[src/rtl/mac_accumulator.sv]
`default_nettype none
// ============================================================================
//  Module      : mac_accumulator
//  Description : Accumulation stage of the MAC unit. Sums a stream of signed
//                terms (valid/ready) into a wide accumulator and presents the
//                result with a term count and a sticky overflow flag.
//                Define MAC_ACC_SATURATE_EN to clamp the accumulator on
//                overflow instead of letting it wrap (two's complement).
//  Revision    : 1.0 - initial release
// ============================================================================
module mac_accumulator #(
    parameter int IN_W      = 8,
    parameter int ACC_W     = 16,
    parameter int MAX_TERMS = 16,
    parameter int CNT_W     = $clog2(MAX_TERMS + 1)
) (
    input  logic               clk,
    input  logic               rst_n,
    input  logic               clear,
    input  logic [IN_W-1:0]    in_data,
    input  logic               in_valid,
    input  logic               in_last,
    output logic               in_ready,
    output logic [ACC_W-1:0]   out_data,
    output logic [CNT_W-1:0]   out_count,
    output logic               out_ovf,
    output logic               out_valid,
    input  logic               out_ready
);

    // State encoding: ACCUM collects terms, DONE holds a result for handoff
    localparam logic [0:0] c_ST_ACCUM = 1'b0;
    localparam logic [0:0] c_ST_DONE  = 1'b1;

    // Count value that, once one more term arrives, forces the result closed
    localparam logic [CNT_W-1:0] c_LAST_CNT = CNT_W'(MAX_TERMS - 1);
    localparam logic [CNT_W-1:0] c_CNT_ONE  = CNT_W'(1);

`ifdef MAC_ACC_SATURATE_EN
    localparam logic [ACC_W-1:0] c_ACC_MAX = {1'b0, {(ACC_W-1){1'b1}}};
    localparam logic [ACC_W-1:0] c_ACC_MIN = {1'b1, {(ACC_W-1){1'b0}}};
`endif

    logic [0:0]       r_state;
    logic [0:0]       w_state_next;
    logic [ACC_W-1:0] r_acc;
    logic [CNT_W-1:0] r_count;
    logic             r_ovf;

    logic [ACC_W-1:0] w_ext;
    logic [ACC_W-1:0] w_sum;
    logic             w_ovf_pos;
    logic             w_ovf_neg;
    logic [ACC_W-1:0] w_acc_next;
    logic [CNT_W-1:0] w_count_next;
    logic             w_ovf_next;
    logic             w_beat;
    logic             w_close;

    // Term arithmetic: sign-extend, add, and flag overflow from operand/sum signs
    assign w_ext        = {{(ACC_W-IN_W){in_data[IN_W-1]}}, in_data};
    assign w_sum        = r_acc + w_ext;
    assign w_ovf_pos    = ~r_acc[ACC_W-1] & ~w_ext[ACC_W-1] &  w_sum[ACC_W-1];
    assign w_ovf_neg    =  r_acc[ACC_W-1] &  w_ext[ACC_W-1] & ~w_sum[ACC_W-1];
    assign w_count_next = r_count + c_CNT_ONE;
    assign w_ovf_next   = r_ovf | w_ovf_pos | w_ovf_neg;

`ifdef MAC_ACC_SATURATE_EN
    // Clamp toward the side the overflow went; later terms resume from the rail
    assign w_acc_next = w_ovf_pos ? c_ACC_MAX :
                        w_ovf_neg ? c_ACC_MIN : w_sum;
`else
    // Plain two's-complement wrap
    assign w_acc_next = w_sum;
`endif

    // A beat closes the result on in_last or when the term budget is used up;
    // clear overrides a concurrent beat so that term never produces a result
    assign w_beat  = in_valid & in_ready;
    assign w_close = w_beat & ~clear & (in_last | (r_count == c_LAST_CNT));

    // State register
    always_ff @(posedge clk) begin
        if (!rst_n) begin
            r_state <= c_ST_ACCUM;
        end else begin
            r_state <= w_state_next;
        end
    end

    // Next-state decode: close moves to DONE, downstream acceptance returns
    always_comb begin
        w_state_next = r_state;
        case (r_state)
            c_ST_ACCUM: if (w_close)   w_state_next = c_ST_DONE;
            c_ST_DONE:  if (out_ready) w_state_next = c_ST_ACCUM;
            default:                   w_state_next = c_ST_ACCUM;
        endcase
    end

    // Output decode: terms are only accepted while accumulating
    always_comb begin
        in_ready = (r_state == c_ST_ACCUM);
    end

    // Datapath: partial sum bookkeeping and result capture/handoff
    always_ff @(posedge clk) begin
        if (!rst_n) begin
            r_acc     <= '0;
            r_count   <= '0;
            r_ovf     <= 1'b0;
            out_data  <= '0;
            out_count <= '0;
            out_ovf   <= 1'b0;
            out_valid <= 1'b0;
        end else if (r_state == c_ST_ACCUM) begin
            if (clear) begin
                r_acc   <= '0;
                r_count <= '0;
                r_ovf   <= 1'b0;
            end else if (w_close) begin
                out_data  <= w_acc_next;
                out_count <= w_count_next;
                out_ovf   <= w_ovf_next;
                out_valid <= 1'b1;
                r_acc     <= '0;
                r_count   <= '0;
                r_ovf     <= 1'b0;
            end else if (w_beat) begin
                r_acc   <= w_acc_next;
                r_count <= w_count_next;
                r_ovf   <= w_ovf_next;
            end
        end else begin
            if (out_ready) begin
                out_valid <= 1'b0;
            end
        end
    end

endmodule
`default_nettype wire

[config.mk]
export PLATFORM = sky130hd
export DESIGN_NAME = mac_accumulator
export DESIGN_NICKNAME = d
export VERILOG_FILES = /design/src/rtl/mac_accumulator.sv
export SDC_FILE = /design/constraint.sdc
export NUM_CORES = 1
export LEC_CHECK = 0
export BUFFER_PORTS_ARGS = -buffer_cell sky130_fd_sc_hd__clkbuf_2
export CORE_UTILIZATION = 51
export CTS_CLUSTER_DIAMETER = 80
export CTS_CLUSTER_SIZE = 25
export DETAILED_ROUTE_END_ITERATION = 6
export PLACE_DENSITY = 0.76
export SLEW_MARGIN = 20
export SYNTH_ARGS = -nofsm -noshare
export SYNTH_HDL_FRONTEND = slang
export SYNTH_SLANG_ARGS = --single-unit
[constraint.sdc]
create_clock -name clk -period 2.1 [get_ports clk]
set_clock_uncertainty 0.15 [all_clocks]
set_input_delay 0.21 -clock clk [delete_from_list [all_inputs] [get_ports clk]]
set_output_delay 0.21 -clock clk [all_outputs]
set_load 0.03 [all_outputs]
== Word-level counts from Yosys, hierarchy flattened ==
Index checks and enable logic that the tools add are counted.

* Bits in registers: 46
* Word-level logic and storage cells: 49
* Output and inout bits: 24
* Input bits: 14

* Muxes and demuxes: 16
* Add/sub/neg operators: 2
* Bitwise gates (word level): 15
* Eq/ne operators: 3
* Reductions and logical operators: 5

{| class="wikitable"
|+ Operators by type and width
! kind !! count
|-
| $mux 16 || 3
|-
| $add 16x16->16 || 1
|-
| $mux 5 || 3
|-
| $mux 1 || 9
|-
| $and 1x1->1 || 7
|-
| $reduce_and 3->1 || 2
|-
| $add 5x1->5 const B || 1
|-
| $eq 5x4->1 const B || 1
|-
| $not 1->1 || 5
|-
| $or 1x1->1 || 3
|-
| $reduce_bool 3->1 || 1
|-
| $ne 2x1->1 const B || 1
|-
| $ne 2x2->1 const B || 1
|-
| $pmux 1 s2 || 1
|-
| $reduce_and 2->1 || 1
|-
| $reduce_bool 2->1 || 1
|}

== Longest topological paths before layout ==
Gate-level depths: netlist (run 1).

* Depth after elaboration: 8
* Gate-level depth with buffers: 11
* Depth with buffers taken out: 11

== Least setup slack after synthesis (run 1) ==
OpenSTA, ideal clock, no wires.

* Kind: flip-flop to flip-flop
* Start: register r_acc[0]
* End: register out_data[14]
* Cell stages (with the launch flop): 12
* Arrival: 1.990 ns
* Library setup time: 0.133 ns
* Data required time: 1.817 ns
* Buffers on the path: 0
* Clock period less this slack: 2.273 ns
* Path slack: -0.173 ns
* Path through: dfxtp_1 -> ha_1 -> inv_1 -> fa_1 -> nor2b_4 -> o31a_4 -> o22ai_2 -> o21ai_2 -> nand4_1 -> a31oi_1 -> xnor2_1 -> a21oi_1

* Word-level cells in the longest chain between the ends: 1

{| class="wikitable"
|+ RTL lines
! item !! line !! text
|-
| start, declared || 46 || <nowiki>logic [ACC_W-1:0] r_acc;</nowiki>
|-
| start signal, assigned || 130 || <nowiki>r_acc <= w_acc_next;</nowiki>
|-
| $add 16x16->16 || 62 || <nowiki>assign w_sum = r_acc + w_ext;</nowiki>
|-
| end signal, assigned || 122 || <nowiki>out_data <= w_acc_next;</nowiki>
|-
| end, declared || 24 || <nowiki>output logic [ACC_W-1:0] out_data,</nowiki>
|}

Every way passes these cells.
A chain may end at the register's enable or synchronous reset.

== Worst setup path in the final report (run 1) ==
* Start: register r_acc[0]
* End: register out_data[12]

Same word-level chain as after synthesis.

==> results.yml, run 1 <==
global_routing:
  grt_pass1_wl_microns: 9720
  grt_use_total_pct: 24.0
  antenna_found_initial: 0
  grt.overflow.total: 0
  use_met3_pct: 4.50
  use_met2_pct: 40.7
  busiest_layer: "met2"
  grt_pass1_vias: 2205
  grtUsageMet1_pct: 30.6
  grt_max_degree: 18
layout:
  fin_area_sq_um: 3230
  diodes: 0
  area_growth_pct: 30.1
  final_util_pct: 68.9
  stdcell_count: 414
  drive_gt1_share_pct: 30.6
  final_cell_mix: "nand2_1 (52), dfxtp_1 (42), clkbuf_2 (37)"
  layout_commonest_cell: "nand2_1"
  layout.nets: 393
  num-fill-cells: 369
place:
  dp_hpwl_microns: 4270
  dpl_cell_area_sq_um: 2980
  dp.cells: 401
  gp_routability_congestion: 0.904
  io_buffers: 37
die:
  die_h_microns: 71.8
  num_rows: 25
  start_util_pct: 53.0
  die_w_microns: 71.8
  io_pins: 38
  fp.dieArea_sq_um: 5160
  core_area_sq_um: 4690
timing:
  whs_ps: 37.5
  finalSetupViolations: 14
  rsz0062_at_grt: "true"
  slew_headroom_pct: 74.0
  worst_pin_slew_ps: 389
  fmax_mhz: 431
  hold_viol_final: 0
  totalNegativeSetupSlack_ps: -1400
  layout_min_cycle_time_ps: 2320
  final_max_slew_viol_count: 0
  fin_ws_ps: -221
  finalCritPeriodShare_pct: 111
cts:
  ctsHoldBuffers: 0
  insertion_delay_ps: 310
  cts_tree: "built"
  cts_root_buffer: "clkbuf_8"
  cts_sinks: 46
  numCtsBuffers: 5
  htree_levels: 2
  clockBufferDepth: 2
  clkTransAtPathRegs_ps: 100
critical_path:
  r2r_cells: 11
  crit_path_max_fanout: 3
  worstPathRequired_ps: 2160
  r2r-start: "r_acc[0]"
  r2r_end: "out_data[12]"
  critPathCaptureType: "register"
  reg2reg_slack_ps: -220
  critical_path_class: "reg2reg"
  start_kind: "register"
  cp_data_arrival_time_ps: 2380
worst_hold_path:
  hold_start: "out_ready"
  hold_path_end: "out_valid"
  holdCritPathClass: "in2reg"
  whs_path_depth: 3
pwr:
  power_density_nw_per_um2: 602
  cellLeakagePower_nw: 1.47
  ir_worst_vdd_v: 0.000312
detailed_routing:
  drc: 0
  drt_iter0_drc: 92
  dr.pass1.iters: 5
  finalWirelength_microns: 6000
  vias: 2275
  detail_route.wl_per_cell_microns: 14.5
  ant_nets: 0
  via_per_inst: 5.50
synth:
  dominantRegCellSynth: "dfxtp_1"
  synth.ff_latch_count: 46
  netlist_area_sq_um: 2480
  ys_types: 42
  syn-mean-instance-area_sq_um: 8.66
  synthArstFlopShare_pct: 0
  synthCells: 287
  ys_seq_area_share_pct: 37.1
  synth_warnings: 0
  syn-num-nets: 321
  synth_edf_count: 0
outcome:
  violations: "negative setup slack"
  status: "complete, but fails checks"
flow_run:
  maxCapViolCount: 0
[how the worst max path moves through the flow]
stage          startpoint            to  slack [ps]  cells after the start
4_1_cts          r_acc[0]  out_data[14]        -210                     11
3_3_place_gp   in_data[7]         r_ovf        -140                     11
3_5_place_dp     r_acc[0]  out_data[14]        -200                     11
2_1_floorplan    r_acc[0]  out_data[12]         -60                     11
6_report         r_acc[0]  out_data[12]        -220                     11
5_1_grt          r_acc[0]  out_data[12]        -280                     11
[metrics by stage]
| stage | setup slack, ps | power [mW] |
|---|---|---|
| after floorplan | -57.8 | 1.14 |
| after global placement | -141 | 1.25 |
| after detailed placement | -198 | 1.26 |
| after CTS | -208 | 1.95 |
| after global routing | -284 | 2.03 |
| final | -221 | 1.95 |
[cell families (layout without fill, tap and decap cells)]
group	count (synthesis)	in the layout	share of synthesized area (%)
fa+ha+maj	20	20	10.4
flops	46	46	37.1
compound gates	85	85	23.7
buf+inv	17	90	2.77
simple gates	101	101	19.3
mux	3	3	1.21
xor+xnor	15	15	5.59
[layer usage]
layer | up-vias | wire length (microns)
met1 | 1061 | 2700
met2 | 61 | 2900
li1 | 1143 | -
met3 | 10 | 269
met5 | - | 0
met4 | 0 | 125
[worst max-delay path, stage by stage (launching register included)]
cell     delay [ps]
dfxtp_2         350
ha_4            150
inv_2            40
fa_2            220
nor2b_4          50
o31a_4          300
o22ai_4         220
o21ai_4          80
o31ai_2         220
xor2_1          230
nand2_1          80
o211a_1         130
[what timing repair did]
action                                  4_1_cts  5_1_grt
buffers inserted                              3        2
gates resized for setup                       8       15
pin swaps                                     9        6
endpoints found under the setup margin       16       23
[report_power, final]
group	leakage [nW]	switching (mW)	internal, mW	total (mW)
clock network	0.0585	0.321	0.357	0.678
registers	0.375	0.0160	0.899	0.916
logic	1.04	0.200	0.152	0.353
total	1.47	0.537	1.41	1.95
[area by class of cell]
class	instances	area [sq um]	area share [%]
Multi-Input combinational cell	224	1610	49.8
Sequential cell	46	926	28.6
Timing Repair Buffer	75	490	15.2
Clock buffer	5	68.8	2.13
Tap cell	54	67.6	2.09
Clock inverter	3	43.8	1.35
Inverter	7	26.3	0.813
[synth_stat cells (3+ instances only)]
library cell	number	area, sq um
o21a_1	4	30.0
nor2_1	12	45.0
ha_1	19	238
mux2i_1	3	30.0
o21ai_1	8	40.0
inv_1	7	26.3
nand3_1	7	35.0
a21oi_1	10	50.1
a21boi_0	8	60.1
nand2_1	52	195
o211a_1	8	80.1
clkbuf_1	8	30.0
and3_1	3	18.8
xnor2_1	9	78.8
a22oi_1	8	60.1
dfxtp_1	46	921
and2_1	9	56.3
xor2_1	5	43.8
nor2b_1	9	56.3
a21o_1	3	22.5
o21ai_0	23	115
[sequential cells by signal (all words and copies together) (netlist names)]
| signal | cells |
|---|---|
| r_count | 5 |
| out_valid | 1 |
| out_data | 16 |
| r_ovf | 1 |
| out_count | 5 |
| out_ovf | 1 |
| r_acc | 16 |
| r_state | 1 |
(Power assumes the default switching activity.)
==> run 2: changes to the inputs <==
- BUFFER_PORTS_ARGS: -buffer_cell sky130_fd_sc_hd__clkbuf_2 -> not set
- CORE_ASPECT_RATIO: not set -> 2
- CORE_UTILIZATION: 51 -> 57
- DONT_BUFFER_PORTS: not set -> 1
- PLACE_DENSITY: 0.76 -> 0.75
==> run 2 against run 1 <==
Net effect:
- clock-buffer cell count rose by 2
- sequential power rose by 4.1%
- routed wire length fell by 1.9%
- the flow still finishes with violations (negative setup slack)
- largest power group unchanged
- combinational power is 23% lower
- sequential share of layout area increased by 2.3 points
- sequential cell count unchanged
==> results.yml, run 2 (synthesized netlist as in run 1, its figures left out) <==
place:
  io_buffers: 0
  dp.cells: 351
  dpl_cell_area_sq_um: 2710
  dp_hpwl_microns: 4180
  gp_routability_congestion: 0.832
global_routing:
  grt_use_total_pct: 25.7
  antenna_found_initial: 0
  grt_max_degree: 42
  grt_pass1_vias: 2030
  grt_pass1_wl_microns: 9120
  grt.overflow.total: 0
cts:
  numCtsBuffers: 5
  cts_sinks: 46
  htree_levels: 2
  cts_root_buffer: "clkbuf_8"
  insertion_delay_ps: 300
  clockBufferDepth: 2
  cts_tree: "built"
  clkTransAtPathRegs_ps: 90
layout:
  multi_input_area_sq_um: 1630
  stdcell_count: 365
  final_cell_mix: "nand2_1 (50), dfxtp_1 (41), buf_4 (23)"
  area_growth_pct: 20.5
  layout.nets: 346
  layout_commonest_cell: "nand2_1"
  num-fill-cells: 317
  regArea_sq_um: 927
  diodes: 0
  final_util_pct: 72.5
  reg_top3: "out_data (16), r_acc (16)"
  drive_gt1_share_pct: 23.0
  fin_area_sq_um: 2990
detailed_routing:
  detail_route.wl_per_cell_microns: 16.1
  drt_iter0_drc: 46
  vias: 2106
  ant_nets: 0
  finalWirelength_microns: 5890
  dr.pass1.iters: 5
  via_per_inst: 5.77
  topRoutingLayerUsed: "met4"
  drc: 0
  dr_wl_met3_microns: 225
  wl_met1_microns: 2330
  wl_met2_microns: 3160
timing:
  finalCritPeriodShare_pct: 106
  hold_viol_final: 0
  totalNegativeSetupSlack_ps: -1000
  fin_ws_ps: -132
  rsz0062_at_grt: "true"
  worst_pin_slew_ps: 377
  fmax_mhz: 448
  slew_headroom_pct: 74.9
  final_max_slew_viol_count: 0
  finalSetupViolations: 14
  layout_min_cycle_time_ps: 2230
pwr:
  cellLeakagePower_nw: 1.26
  power_density_nw_per_um2: 615
  finalPower_mw: 1.84
  ir_worst_vdd_v: 0.000482
outcome:
  violations: "negative setup slack"
  status: "complete, but fails checks"
die:
  core_area_sq_um: 4130
  die_h_microns: 95.4
  io_pins: 38
  start_util_pct: 60.2
  die_w_microns: 48.7
  fp.dieArea_sq_um: 4640
  num_rows: 33
critical_path:
  worstPathRequired_ps: 2160
  cp_data_arrival_time_ps: 2290
  start_kind: "register"
  critical_path_class: "reg2reg"
  critPathCaptureType: "register"
  crit_path_max_fanout: 3
worst_hold_path:
  holdCritPathClass: "in2reg"
flow_run:
  maxCapViolCount: 0
[run 2: changes by cell type in the layout (fill, tap and decap cells not counted), moves of 4 or more]
cell / before / now
clkbuf_2: 37 / 0
nor2_1: 12 / 8
nor2_2: 0 / 4
buf_4: 35 / 23
[run 2: layer usage]
metal,vias up,global-route usage [%]
li1,1051,-
met1,976,26.3
met2,64,48.6
met3,15,5.10
met4,0,12.5
met5,-,0
[run 2: final timing paths]
| kind | startpoint | to | slack, ps | depth (start not counted) |
|---|---|---|---|---|
| worst min-delay path | rst_n | out_count[4] | 50 | 2 |
| worst max-delay path | r_acc[0] | out_data[12] | -130 | 11 |
| worst max register to register | r_acc[0] | out_data[12] | -130 | 11 |
| worst min register to register | r_acc[14] | r_acc[14] | 310 | 2 |
[run 2: repair_timing]
item,CTS,global route
pin swaps,11,15
resized for setup,9,21
setup endpoints to repair,14,24
gates cloned,0,0
hold endpoints to repair,37,37
setup buffers,3,1
[run 2: area by class of cell]
type                            instances  share of cell area [%]
Timing Repair Buffer                   28                    8.19
Multi-Input combinational cell        224                    54.3
Inverter                                7                   0.878
Clock buffer                            7                    3.22
Sequential cell                        46                    31.0
Tap cell                               52                    2.17
Clock inverter                          1                   0.293
[run 2: critical path, cell delays in order, from the launching register on]
cell and delay [ps]:
dfxtp_2 340, ha_4 150, inv_2 50, fa_2 230
nor2b_4 50, o31a_4 290, o22ai_4 190, o21ai_2 90
o31ai_2 200, xor2_1 210, nand2_1 70, o211a_1 120
[run 2: stage by stage]
stage,setup WS [ps],hold WS (ps)
after floorplan,-57.8,250
after global placement,-113,186
after detailed placement,-150,189
after CTS,-144,-132
after global routing,-202,52.6
final,-132,54.8
[run 2: where the power goes]
| group | internal [mW] | total (mW) | switching (mW) |
|---|---|---|---|
| logic | 0.126 | 0.271 | 0.145 |
| registers | 0.900 | 0.954 | 0.0542 |
| clock network | 0.302 | 0.615 | 0.313 |
| total | 1.33 | 1.84 | 0.512 |
